## src/rtl/dac_spi_ctrl.sv

```systemverilog
// ---------------------------------------------------------------------------
// dac_spi_ctrl
//
// Serial write controller for a 16-bit SPI-style DAC (DAC8551 / AD5662 class).
// A rising edge on ctrl, seen while idle, latches dato and shifts it out
// MSB-first. Each frame drives sync low and toggles sclk, which idles high.
// The DAC captures sdi on each falling sclk edge. After the frame, sync stays
// high for a guard gap before the next request is accepted.
//
// Parameters:
//   SCLK_HALF  clk_in cycles per sclk half-period (>= 1)
//   SYNC_GAP   clk_in cycles sync stays high after a frame while busy (>= 1)
//
// Ports:
//   clk_in  in   system clock, rising edge
//   rst_n   in   asynchronous active-low reset
//   ctrl    in   start request, rising-edge detected
//   dato    in   16-bit DAC code, sampled on the accepted start cycle
//   sync    out  frame select, active low
//   sdi     out  serial data, MSB first
//   sclk    out  serial clock, idles high
//   busy    out  high during a frame and its post-frame gap
//
// Optional feature (macro DAC_24BIT_FRAME_EN):
//   When defined, each frame is 24 bits. Eight zero control bits (normal
//   power mode) come first, followed by dato[15:0].
// ---------------------------------------------------------------------------
module dac_spi_ctrl #(
    parameter int SCLK_HALF = 1,
    parameter int SYNC_GAP  = 2
) (
    input  logic        clk_in,
    input  logic        rst_n,
    input  logic        ctrl,
    input  logic [15:0] dato,
    output logic        sync,
    output logic        sdi,
    output logic        sclk,
    output logic        busy
);

`ifdef DAC_24BIT_FRAME_EN
    localparam int FRAME_BITS = 24;
`else
    localparam int FRAME_BITS = 16;
`endif

    localparam int HCW = $clog2(SCLK_HALF + 1);
    localparam int GCW = $clog2(SYNC_GAP + 1);

    typedef enum logic [1:0] {
        IDLE  = 2'd0,
        SHIFT = 2'd1,
        GAP   = 2'd2
    } state_t;

    state_t                  r_state;
    state_t                  w_state_nxt;
    logic                    r_ctrl_d;
    logic [FRAME_BITS-1:0]   r_shreg;
    logic [4:0]              r_bit_cnt;
    logic [HCW-1:0]          r_half_cnt;
    logic [GCW-1:0]          r_gap_cnt;
    logic                    r_sync;
    logic                    r_sclk;
    logic                    r_sdi;
    logic                    r_busy;

    logic                    w_start;
    logic                    w_half_done;
    logic                    w_last_bit;
    logic                    w_gap_done;
    logic                    w_load;
    logic                    w_fall;
    logic                    w_rise;
    logic                    w_end;
    logic                    w_gap_exit;
    logic [FRAME_BITS-1:0]   w_load_word;
    logic                    w_first_bit;

    // The first bit goes straight to sdi when sync falls. The shift register
    // holds the remaining bits, left-aligned.
`ifdef DAC_24BIT_FRAME_EN
    assign w_first_bit = 1'b0;
    assign w_load_word = {7'b0, dato, 1'b0};
`else
    assign w_first_bit = dato[15];
    assign w_load_word = {dato[14:0], 1'b0};
`endif

    assign w_start     = ctrl & ~r_ctrl_d;
    assign w_half_done = (r_half_cnt == HCW'(SCLK_HALF - 1));
    assign w_last_bit  = (r_bit_cnt == 5'd0);
    assign w_gap_done  = (r_gap_cnt == GCW'(SYNC_GAP - 1));

    // State register
    always_ff @(posedge clk_in or negedge rst_n) begin
        if (!rst_n) begin
            r_state <= IDLE;
        end else begin
            r_state <= w_state_nxt;
        end
    end

    // Next-state logic
    always_comb begin
        w_state_nxt = r_state;
        case (r_state)
            IDLE:    if (w_start) w_state_nxt = SHIFT;
            SHIFT:   if (w_half_done && !r_sclk && w_last_bit) w_state_nxt = GAP;
            GAP:     if (w_gap_done) w_state_nxt = IDLE;
            default: w_state_nxt = IDLE;
        endcase
    end

    // Output decode. Each half-period boundary in SHIFT is one of three events:
    // a falling edge, a rising edge that presents the next bit, or the final
    // rising edge that closes the frame.
    always_comb begin
        w_load     = 1'b0;
        w_fall     = 1'b0;
        w_rise     = 1'b0;
        w_end      = 1'b0;
        w_gap_exit = 1'b0;
        case (r_state)
            IDLE:  w_load = w_start;
            SHIFT: begin
                if (w_half_done) begin
                    if (r_sclk)          w_fall = 1'b1;
                    else if (w_last_bit) w_end  = 1'b1;
                    else                 w_rise = 1'b1;
                end
            end
            GAP:     w_gap_exit = w_gap_done;
            default: ;
        endcase
    end

    // Datapath and registered pin drivers
    always_ff @(posedge clk_in or negedge rst_n) begin
        if (!rst_n) begin
            r_ctrl_d   <= 1'b0;
            r_shreg    <= '0;
            r_bit_cnt  <= 5'd0;
            r_half_cnt <= '0;
            r_gap_cnt  <= '0;
            r_sync     <= 1'b1;
            r_sclk     <= 1'b1;
            r_sdi      <= 1'b0;
            r_busy     <= 1'b0;
        end else begin
            r_ctrl_d <= ctrl;
            if (w_load) begin
                r_shreg    <= w_load_word;
                r_sdi      <= w_first_bit;
                r_sync     <= 1'b0;
                r_sclk     <= 1'b1;
                r_busy     <= 1'b1;
                r_bit_cnt  <= 5'(FRAME_BITS - 1);
                r_half_cnt <= '0;
            end else if (r_state == SHIFT) begin
                r_half_cnt <= w_half_done ? '0 : r_half_cnt + HCW'(1);
                if (w_fall) begin
                    r_sclk <= 1'b0;
                end
                if (w_rise) begin
                    r_sclk    <= 1'b1;
                    r_sdi     <= r_shreg[FRAME_BITS-1];
                    r_shreg   <= r_shreg << 1;
                    r_bit_cnt <= r_bit_cnt - 5'd1;
                end
                if (w_end) begin
                    r_sclk    <= 1'b1;
                    r_sync    <= 1'b1;
                    r_sdi     <= 1'b0;
                    r_gap_cnt <= '0;
                end
            end else if (r_state == GAP) begin
                r_gap_cnt <= r_gap_cnt + GCW'(1);
                if (w_gap_exit) begin
                    r_busy <= 1'b0;
                end
            end
        end
    end

    assign sync = r_sync;
    assign sclk = r_sclk;
    assign sdi  = r_sdi;
    assign busy = r_busy;

endmodule

```

## config.mk

```make
export PLATFORM = sky130hd
export DESIGN_NAME = dac_spi_ctrl
export DESIGN_NICKNAME = d
export VERILOG_FILES = /design/src/rtl/dac_spi_ctrl.sv
export SDC_FILE = /design/constraint.sdc
export NUM_CORES = 1
export LEC_CHECK = 0
export ABC_AREA = 1
export BUFFER_PORTS_ARGS = -buffer_cell sky130_fd_sc_hd__buf_2
export CORE_AREA = 2 2 54 56
export CTS_BUF_LIST = sky130_fd_sc_hd__clkbuf_16
export CTS_CLUSTER_SIZE = 20
export DETAILED_ROUTE_END_ITERATION = 12
export DIE_AREA = 0 0 56 58
export MAX_ROUTING_LAYER = met4
export PLACE_DENSITY_LB_ADDON = 0.25
export SLEW_MARGIN = 15
export SYNTH_ARGS = -nofsm -noshare
export SYNTH_HDL_FRONTEND = slang
export SYNTH_SLANG_ARGS = --single-unit
```

## constraint.sdc

```tcl
create_clock -name clk_in -period 2.52 [get_ports clk_in]
set_clock_uncertainty 0.15 [all_clocks]
set_input_delay 0.252 -clock clk_in [delete_from_list [all_inputs] [get_ports clk_in]]
set_output_delay 0.252 -clock clk_in [all_outputs]
set_load 0.03 [all_outputs]
```

## Word level (Yosys, flattened, before mapping)

Cells that the tools add are included.

| cells by class | value |
|---|---|
| bitwise gates (word level) | 4 |
| reduce and logical (&&, ||, !) cells | 20 |
| add/subtract/negate cells | 3 |
| muxes and demuxes | 45 |
| equal/unequal tests | 8 |

Operators with widths:

| operator | number |
|---|---|
| 2-to-1 mux 16 bit | 3 |
| 2-to-1 mux 1 bit | 32 |
| 2-to-1 mux 5 bit | 3 |
| 2-to-1 mux 2 bit | 6 |
| nonzero test 2 bit | 6 |
| != test 2 bit (second input constant) | 5 |
| AND reduction 3 bit | 3 |
| AND reduction 2 bit | 4 |
| one-hot mux 2 bit (3 select lines) | 1 |
| zero test 5 bit | 1 |
| subtractor 5 x 1 -> 5 bit (second input constant) | 1 |
| == test 2 x 1 -> 1 bit (second input constant) | 2 |
| nonzero test 4 bit | 1 |
| NOT 1 bit | 3 |
| nonzero test 3 bit | 1 |
| adder 2 x 1 -> 2 bit (second input constant) | 1 |
| == test 2 bit (second input constant) | 1 |
| logical AND 1 bit | 2 |
| zero test 2 bit | 1 |
| adder 1 bit (second input constant) | 1 |
| bitwise AND 1 bit | 1 |
| zero test 1 bit | 1 |

| storage, ports and cells | value |
|---|---|
| input port bits | 19 |
| flip-flop bits (word level) | 31 |

## Depth between registers and ports, before layout

Gate-level depths: netlist of run 1.

| logic depth | value |
|---|---|
| depth in word-level cells | 9 |
| gate-level depth with buffers | 10 |
| depth with buffers taken out | 9 |

## Least setup slack after synthesis of run 1

Ideal clock, no wire load.

| timing | value |
|---|---|
| path type | reg-to-reg |
| start point | reg r_state[1] |
| end point | reg r_sdi (netlist: sdi) |
| data arrival time | 1.221 ns |
| stages on the path, launching flop included | 11 |
| required time | 2.245 ns |
| slack | 1.024 ns |
| path buffers | 1 |
| period minus slack after synthesis | 1.496 ns |
| cells stage by stage | dfrtp_1 inv_1 ha_1 inv_2 nor2_4 buf_8 inv_1 nand2_1 inv_1 nand2_1 nand3_1 |

| on the way | value |
|---|---|
| word-level cells in the longest chain between the ends | 5 |
| elaborated cells between the ends (all ways) | 11 |

RTL lines:

| item | RTL line | source |
|---|---|---|
| start: declaration | 57 | `state_t r_state;` |
| start signal: assignment | 101 | `r_state <= w_state_nxt;` |
| == test 2 x 1 -> 1 bit | 125, 161 |  |
| 2-to-1 mux 1 bit | 125 | `case (r_state)` |
| 2-to-1 mux 1 bit | 172 | `if (w_end) begin` |
| 2-to-1 mux 1 bit | 161 | `end else if (r_state == SHIFT) begin` |
| 2-to-1 mux 1 bit | 153 | `if (w_load) begin` |
| end signal: assignment | 155 | `r_sdi <= w_first_bit;` |
| end signal: assignment | 168 | `r_sdi <= r_shreg[FRAME_BITS-1];` |
| end: declaration | 66 | `logic r_sdi;` |

Several ways; a longest one is shown, not always the timed one. The select of a mux whose other input is x is not followed.
A chain may end at the register's enable or synchronous reset.

## Final worst setup path of run 1

| timing | value |
|---|---|
| start point | reg r_state[1] |
| end point | reg r_bit_cnt[1] |

| on the way | value |
|---|---|
| word-level cells in the longest chain between the ends | 4 |
| elaborated cells between the ends (all ways) | 8 |

RTL lines:

| item | RTL line | source |
|---|---|---|
| == test 2 x 1 -> 1 bit / zero test 2 bit (equally long branches) | 125, 161 |  |
| 2-to-1 mux 1 bit | 125 |  |
| nonzero test 2 bit (no line) | - |  |
| AND reduction 2 bit (no line) | - |  |
| end signal: assignment | 159 | `r_bit_cnt <= 5'(FRAME_BITS - 1);` |
| end signal: assignment | 170 | `r_bit_cnt <= r_bit_cnt - 5'd1;` |
| end: declaration | 61 | `logic [4:0] r_bit_cnt;` |

Several ways; a longest one is shown, not always the timed one.

==> out/qor.txt, run 1 <==
Postcts setup bufs = 0
TritonCTS clock tree = done
Crit path max fanout = 20
Area Overhead vs Synth = 17.3%
WL final = 3020 µm
Fin util = 66.2%
Final net count = 219
FMAX = 0.522 GHz
IR Drop Worst-Case VDD = 0.891 mV
Share of layout cells above drive strength 1 = 18.9%
Status = completed
Final ANT Viol Nets = 0
Max cap viols = 0
Clock transition at the registers of the reported paths = 50 ps
Syn_nets = 196
Core Rows = 19
Total CTS buffers = 5
Horiz. Die Dim = 56 µm
DRC = 0
Slew @ Worst Pin = 631 ps
Die height = 58 µm
Largest net degree at the start of global routing = 38
Via count = 1250
Area leader, netlist = dfrtp_1
First-pass GRT wire length = 5340 µm
Antenna Cells = 0
Max transition margin = 57.9%
Ys Warns = 0
Via density = 5.51
Hpwl dp = 2040 µm
Clock latency on the worst-skew pair = 270 ps
Wire per inst = 13.3 µm
Hold Vio Cnt, Final = 0
Iteration-0 DRC Markers = 44
Initial core utilization = 56.4%
Period utilisation layout = 76.1%
Critical Path Start Type = flop
CP Data Arrival Time = 1950 ps
Cell area after synthesis = 0.00150 mm²
CP required = 2550 ps
Clock Path Buffers = 2
WS Path Type = reg2reg
Vias in the first global route = 1209
Pwr Total = 2290 µW
Post-synth top area share = 45.0%
Root buffer cell = clkbuf_16
Die ar. = 0.00325 mm²
# setup viols final = 0
Post-synthesis sequential area ratio = 48.5%
Total gr overflow = 0
Class of the worst hold path = in2reg
PortBufs = 22
#FFs+latches synth = 29
First-pass DRT Iterations = 4
Pins Over Slew Limit = 0
RePlAce Congestion = 0.851
Setup total negative slack = 0 ps
H-tree depth = 2
RSZ-0062 raised after global routing = no
Power Dens Cells = 1300 mW/mm²
Ports = 23
Leak Pwr = 0.000882 µW
Gr usage total = 21.8%
Cells after Synth = 172
Antenna violations before repair = 0
Setup crit end kind = flop
TritonCTS Sinks = 29
Placeable Area = 0.00266 mm²
Fin crit period = 1920 ps
Largest cells by area after synthesis = dfrtp_1 45%, nand3_1 13%, nand2_1 10%
Post-CTS sizing = 0
Post-synthesis cell type count = 23
Syn Area/Cell = 8.74 µm²
==> cell usage in the layout (no fill, tap or decap), drive strengths merged <==
cell / Yosys / layout
a22oi: 1 / 1
a31oi: 1 / 1
buf: 9 / 23
bufinv: 0 / 1
clkbuf: 0 / 5
clkinv: 1 / 2
dfrtp: 27 / 27
dfstp: 2 / 2
dlygate4sd3: 0 / 2
ha: 5 / 5
inv: 14 / 15
nand2: 43 / 43
nand3: 39 / 39
nand3b: 2 / 2
nand4: 17 / 17
nor2: 6 / 6
o21ai: 5 / 5
==> registers in the layout (all words and copies together), names as in the netlist <==
register and count:
busy 1, r_bit_cnt 5, r_ctrl_d 1, r_gap_cnt 2
r_shreg 15, r_state 2, sclk 1, sdi 1
sync 1
==> area by class of cell <==
class	count	area, µm²
fillers	230	900
multi-input cells	119	639
clock inverters	3	37.5
inverters	15	56.3
repair buffers	25	138
flip-flops and latches	29	728
well taps	31	38.8
clock buffers	5	125
==> cells by family (layout without fill, tap and decap cells) <==
kind of cell    after synthesis  after routing  synth area share (%)
flops                        29             29                  48.5
buf+inv                      24             48                  8.99
compound gates                7              7                  2.58
fa+ha+maj                     5              5                  4.16
simple gates                107            107                  35.8
==> layer usage <==
layer / up-vias / wire length (µm) / GRT usage, %
met5: - / 0 / -
met4: 0 / 31 / 8.16
met3: 4 / 159 / 5.58
met2: 35 / 1480 / 33.8
met1: 582 / 1340 / 27.7
li1: 629 / - / -
==> critical path: stages, from the launching register on <==
cell and delay [ps]:
dfrtp_1 390, inv_1 90, ha_1 230, inv_2 90, nor2_4 390, nand2_4 220, nand2_2 140, nand2_1 60
o21ai_0 80
==> metrics by stage <==
stage | setup slack (ps) | hold slack, ps | std cells | instance area (µm²)
floorplan | 1020 | -194 | 172 | 1500
global placement | 717 | 156 | 217 | 1580
detailed placement | 615 | 160 | 217 | 1580
CTS | 600 | 33.9 | 227 | 1760
global route | 392 | 56.9 | 227 | 1760
finish | 603 | 39.3 | 227 | 1760
==> what timing repair did <==
| item | 4_1_cts | 5_1_grt |
|---|---|---|
| hold endpoints to repair | 28 | 0 |
| setup endpoints to repair | 0 | 0 |
| hold buffers | 2 | 0 |
==> Yosys cell counts (all sizes together) <==
library cell	n
nand3b	2
dfstp	2
nor2	6
nand2	43
clkinv	1
a22oi	1
o21ai	5
dfrtp	27
buf	9
inv	14
ha	5
a31oi	1
nand4	17
nand3	39
==> path summary, 6_finish.rpt <==
kind | startpoint | endpoint | slack [ps] | cells after the start
worst min register to register | r_gap_cnt[1] | r_gap_cnt[1] | 340 | 2
worst max register to register | r_state[1] | r_bit_cnt[1] | 600 | 8
max in group asynchronous | rst_n | r_shreg[2] | 1420 | 2
worst min-delay path | dato[0] | r_shreg[1] | 40 | 3
min in group asynchronous | rst_n | r_shreg[11] | 380 | 2
worst max-delay path | r_state[1] | r_bit_cnt[1] | 600 | 8
==> power breakdown <==
group / leakage, µW / internal [µW] / switching (µW)
registers: 0.000356 / 678 / 137
logic: 0.000443 / 292 / 535
clock network: 0.0000826 / 457 / 189
Note: power is estimated with default switching activity, not from simulation.
==> run 2, diff against run 1 <==
Settings changed: ABC_AREA 1 to 0.
Clock period 2.52 ns to 1.9 ns, I/O delays scaled along.
==> out/qor.txt, run 2 <==
Max transition margin = 57.8% (-0.16 points)
Final ANT Viol Nets = 0 (unchanged)
# setup viols final = 2 (+2)
Pins Over Slew Limit = 0 (unchanged)
TritonCTS Sinks = 29 (unchanged)
Largest cells by area after synthesis = dfrtp_1 49%, mux2i_1 11%, a21oi_1 6.1%
Share of layout cells above drive strength 1 = 28.2% (+9.4 points)
Syn_nets = 160 (-18%)
Max cap viols = 0 (unchanged)
Core Rows = 19 (unchanged)
Synth Flop Type = dfrtp_1
Clock transition at the registers of the reported paths = 50 ps (about the same)
Setup total negative slack = -14.6 ps (-14.6 ps)
Ports = 23 (unchanged)
Power Dens Cells = 1750 mW/mm² (+35%)
DRC = 0 (unchanged)
Most frequent cells in the layout = 27 x dfrtp_1, 22 x buf_2, 17 x nor2_1, 17 x a21oi_1, 15 x mux2i_1
FMAX = 0.523 GHz (+0.31%)
WL final = 2720 µm (-9.8%)
Fin crit period = 1910 ps (-5.92 ps)
Pwr Total = 3110 µW (+36%)
Clock Path Buffers = 2 (unchanged)
TritonCTS clock tree = done
Post-synthesis cell type count = 30 (+30%)
Final net count = 193 (-12%)
Total CTS buffers = 5 (unchanged)
RePlAce Congestion = 0.857 (+0.81%)
WS Path Type = reg2reg
First-pass DRT Iterations = 4 (unchanged)
Leak Pwr = 0.000858 µW (-2.7%)
H-tree depth = 2 (unchanged)
Ys Warns = 0 (unchanged)
Final instance area = 0.00178 mm² (+1.1%)
Top-count cell post-synth = dfrtp_1
Via count = 1038 (-17%)
Most common cell after layout, fill and taps aside = dfrtp_1
Gr usage total = 18.4% (-3.4 points)
Class of the worst hold path = in2reg
Hpwl dp = 1650 µm (-19%)
Cells after Synth = 136 (-21%)
Wire per inst = 13.5 µm (+1.9%)
Via density = 5.16 (-6.2%)
Max reg flops = 15 (unchanged)
Ys async rst share = 100% (unchanged)
Vias in the first global route = 1030 (-15%)
Status = complete, but fails checks
Post-synth EDFFs = 0 (unchanged)
Setup crit end kind = flop
Root buffer cell = clkbuf_16
Critical Path Start Type = flop
Post-synth top area share = 48.8% (+3.9 points)
Largest Register = r_shreg
Fin worst setup slack = -10.8 ps (-614 ps)
Largest net degree at the start of global routing = 41 (+7.9%)
Clock latency on the worst-skew pair = 270 ps (about the same)
Post-synthesis sequential area ratio = 52.6% (+4.2 points)
Area Overhead vs Synth = 28.8%
Iteration-0 DRC Markers = 33 (-25%)
Antenna Cells = 0 (unchanged)
Syn Area/Cell = 10.2 µm² (+16%)
Post-DP Area = 0.00157 mm² (-0.87%)
Hold Vio Cnt, Final = 0 (unchanged)
Horiz. Die Dim = 56 µm (unchanged)
Fillers = 218 (-5.2%)
Area leader, netlist = dfrtp_1
Hold slack = 13.3 ps (-25.9 ps)
Multi-input logic area = 638 µm² (-0.20%)
PortBufs = 22 (unchanged)
Placeable Area = 0.00266 mm² (unchanged)
Initial core utilization = 52.0% (-4.5 points)
#FFs+latches synth = 29 (unchanged)
RSZ-0062 raised after global routing = yes
Biggest regs = r_shreg (15), r_bit_cnt (5)
IR Drop Worst-Case VDD = 1.16 mV (+31%)
Failing checks = setup timing
CP required = 1940 ps (-610 ps)
CP Data Arrival Time = 1950 ps (about the same)
Register area = 728 µm² (unchanged)
Total gr overflow = 0 (unchanged)
Slew @ Worst Pin = 633 ps (+2.43 ps)
Antenna violations before repair = 0 (unchanged)
Crit path max fanout = 7 (-65%)
First-pass GRT wire length = 4380 µm (-18%)
Period utilisation layout = 101% (+25 points)
Cell area after synthesis = 0.00138 mm² (-7.9%)
Post-synth top cells = 27 x dfrtp_1, 17 x a21oi_1, 17 x nor2_1
Die ar. = 0.00325 mm² (unchanged)
Die height = 58 µm (unchanged)
run 2: cell type report:
class	instances	area share, %
Clock buffer	5	7.02
Clock inverter	3	0.632
Inverter	10	2.11
Multi-Input combinational cell	91	35.8
Sequential cell	29	40.9
Tap cell	31	2.18
Timing Repair Buffer	32	11.4
run 2: layer usage:
layer  vias up  track usage [%]  part of all wire, %
li1        526                -                    -
met1       489             21.0                   47
met2        17             30.3                   48
met3         6             6.03                  3.9
met4         0             7.14                  1.5
met5         -                -                    0
run 2: kinds of logic (layout without fill, tap and decap cells):
family	count (synthesis)	after routing	share of synthesized area (%)
multiplexers	15	15	10.8
buffers and inverters	17	50	5.24
flip-flops	29	29	52.6
XOR/XNOR	3	3	1.90
AO/OA/AOI/OAI	29	29	11.9
adder cells (fa/ha/maj)	5	5	4.52
AND/OR/NAND/NOR	38	39	12.9
run 2: per-stage QoR:
step                worst slack [ps]  utilization, %  std cells
floorplan                      -54.8               -        136
global placement                28.4            58.8        188
detailed placement             -10.7            58.8        188
CTS                            -50.2            64.7        198
global route                   -65.8            66.9        201
finish                         -10.8            66.9        201
run 2: report_power, final:
group | leakage, µW | internal, µW | switching (µW)
Sequential | 0.000329 | 917 | 185
Combinational | 0.000455 | 619 | 672
Clock | 0.0000738 | 468 | 250
run 2: path summary, 6_finish.rpt:
kind,from,end,slack (ps),cells past startpoint
max in group asynchronous,rst_n,r_shreg[12],860,2
hold reg to reg,r_gap_cnt[0],r_gap_cnt[0],350,1
hold / removal,dato[0],r_shreg[1],10,3
setup / recovery,r_bit_cnt[0],r_state[0],-10,6
min in group asynchronous,rst_n,r_bit_cnt[4],330,2
setup reg to reg,r_bit_cnt[0],r_state[0],-10,6
run 2: critical path, cell delays in order, from the launching register on:
cell	delay, ps
dfrtp_1	380
inv_2	80
ha_4	130
or4b_4	550
o21ai_4	190
and2b_1	160
mux2i_1	180
run 2: repair_timing:
item,4_1_cts,5_1_grt
pin swaps,0,5
buffers inserted,0,2
cloned,0,1
hold endpoints to repair,28,0
setup endpoints to repair,11,19
resized for setup,0,8
hold buffers,2,0
==> run 3, diff against run 2 <==
Settings changed: SKIP_CTS_REPAIR_TIMING from default to 1.
==> out/qor.txt, run 3 (same netlist as run 2, synthesis figures left out) <==
Crit path max fanout = 7 (unchanged)
Vias in the first global route = 1034 (+0.39%)
Period utilisation layout = 101% (unchanged)
Via count = 1038 (unchanged)
Fin crit period = 1910 ps (unchanged)
Register area = 728 µm² (unchanged)
Seq pwr share = 35.4% (about the same)
Final net count = 193 (unchanged)
Clk pwr share = 23.1% (about the same)
# setup viols final = 2 (unchanged)
Fin util = 66.9% (unchanged)
Worst R2R End = r_state[0]
Sw Ratio = 35.6% (unchanged)
Most frequent cells in the layout = 27 x dfrtp_1, 22 x buf_2, 17 x nor2_1, 17 x a21oi_1, 15 x mux2i_1
Antenna violations before repair = 0 (unchanged)
Final ANT Viol Nets = 0 (unchanged)
Ports = 23 (unchanged)
Antenna Cells = 0 (unchanged)
Placed insts = 188 (unchanged)
First-pass DRT Iterations = 4 (unchanged)
Pins Over Slew Limit = 0 (unchanged)
Via density = 5.16 (unchanged)
Cell Count, Final, Fillers Out = 201 (unchanged)
RePlAce Congestion = 0.857 (unchanged)
Leak Pwr = 0.000858 µW (unchanged)
Status = complete, but fails checks
Cells on worst reg2reg path = 6 (unchanged)
Hpwl dp = 1650 µm (unchanged)
Placeable Area = 0.00266 mm² (unchanged)
Hold Vio Cnt, Final = 0 (unchanged)
Clock transition at the registers of the reported paths = 50 ps (about the same)
Hold Crit Start = dato[0]
Setup crit end kind = flop
Fin worst setup slack = -10.8 ps (unchanged)
Largest Register = r_shreg
Area Overhead vs Synth = 28.8% (unchanged)
Comb power frac = 41.5% (about the same)
Iteration-0 DRC Markers = 32 (-3.0%)
Most common cell after layout, fill and taps aside = dfrtp_1
Wire per inst = 13.5 µm (unchanged)
CP Data Arrival Time = 1950 ps (about the same)
TritonCTS clock tree = done
Total CTS buffers = 5 (unchanged)
WS Path Type = reg2reg
Failing checks = setup timing
Max transition margin = 57.8% (unchanged)
Initial core utilization = 52.0% (unchanged)
WL final = 2720 µm (unchanged)
Gr usage total = 18.4% (unchanged)
Biggest regs = r_shreg (15), r_bit_cnt (5)
Worst hold stages = 3 (unchanged)
Max cap viols = 0 (unchanged)
DRC = 0 (unchanged)
RSZ-0062 raised after global routing = yes
Power Dens Cells = 1750 mW/mm² (unchanged)
Die ar. = 0.00325 mm² (unchanged)
Total gr overflow = 0 (unchanged)
PortBufs = 22 (unchanged)
Slew @ Worst Pin = 633 ps (unchanged)
Critical Path Start Type = flop
CP required = 1940 ps (about the same)
First-pass GRT wire length = 4380 µm (unchanged)
M1 WL = 1280 µm (unchanged)
Reg2reg setup slack = -10 ps (about the same)
Hold slack = 13.3 ps (unchanged)
Wire length on met2 = 1300 µm (unchanged)
Reg2reg start = r_bit_cnt[0]
Share of layout cells above drive strength 1 = 28.2% (unchanged)
Max layer used = met4
Root buffer cell = clkbuf_16
IR Drop Worst-Case VDD = 1.16 mV (unchanged)
Class of the worst hold path = in2reg
TritonCTS Sinks = 29 (unchanged)
Horiz. Die Dim = 56 µm (unchanged)
Hold Path Sink = r_shreg[1]
Post-DP Area = 0.00157 mm² (unchanged)
H-tree depth = 2 (unchanged)
Clock latency on the worst-skew pair = 270 ps (about the same)
Max reg flops = 15 (unchanged)
Fillers = 218 (unchanged)
Largest net degree at the start of global routing = 41 (unchanged)
Sw power = 1110 µW (unchanged)
Die height = 58 µm (unchanged)
Metal3 WL = 106 µm (unchanged)
Final instance area = 0.00178 mm² (unchanged)
Core Rows = 19 (unchanged)
Int Pwr = 2000 µW (unchanged)
CP startpoint = r_bit_cnt[0]
Multi-input logic area = 638 µm² (unchanged)
FMAX = 0.523 GHz (unchanged)
Clock Path Buffers = 2 (unchanged)
run 3: cell counts in the layout (fill, tap and decap cells not counted):
Identical to the previous run, type by type.
run 3: worst max-delay path, stage by stage, from the launching register on:
cell     delay (ps)
dfrtp_1         380
inv_2            80
ha_4            130
or4b_4          550
o21ai_4         190
and2b_1         160
mux2i_1         180
run 3: power groups by stage:
stage          Combinational [µW]  Sequential [µW]  Clock [µW]
2_1_floorplan                 837             1140           0
5_1_grt                      1440             1130         764
6_report                     1290             1100         718
3_3_place_gp                 1140             1080           0
4_1_cts                      1190             1090         735
3_5_place_dp                 1170             1090           0
run 3: routing by layer:
metal | track usage [%] | vias up
met1 | 21.0 | 489
met4 | 7.14 | 0
met5 | - | -
met3 | 6.03 | 6
met2 | 30.3 | 17
li1 | - | 526
run 3: worst max-delay path by stage:
| stage | endpoint | slack (ps) | depth (start not counted) |
|---|---|---|---|
| after detailed placement | r_gap_cnt[1] | -10 | 6 |
| final | r_state[0] | -10 | 6 |
| after global routing | r_gap_cnt[1] | -70 | 6 |
| after floorplan | r_shreg[11] | -50 | 8 |
| after CTS | r_gap_cnt[1] | -50 | 6 |
| after global placement | r_gap_cnt[1] | 30 | 6 |
run 3: cell type report:
class / instances / area share [%]
flip-flops and latches: 29 / 40.9
inverters: 10 / 2.11
clock inverters: 3 / 0.632
repair buffers: 32 / 11.4
multi-input cells: 91 / 35.8
well taps: 31 / 2.18
clock buffers: 5 / 7.02
run 3: stage by stage:
step / power, µW / worst slack [ps] / setup TNS (ps)
after global routing: 3330 / -65.8 / -649
after global placement: 2220 / 28.4 / 0
after detailed placement: 2260 / -10.7 / -10.7
final: 3110 / -10.8 / -14.6
after floorplan: 1970 / -54.8 / -402
after CTS: 3010 / -50.2 / -197
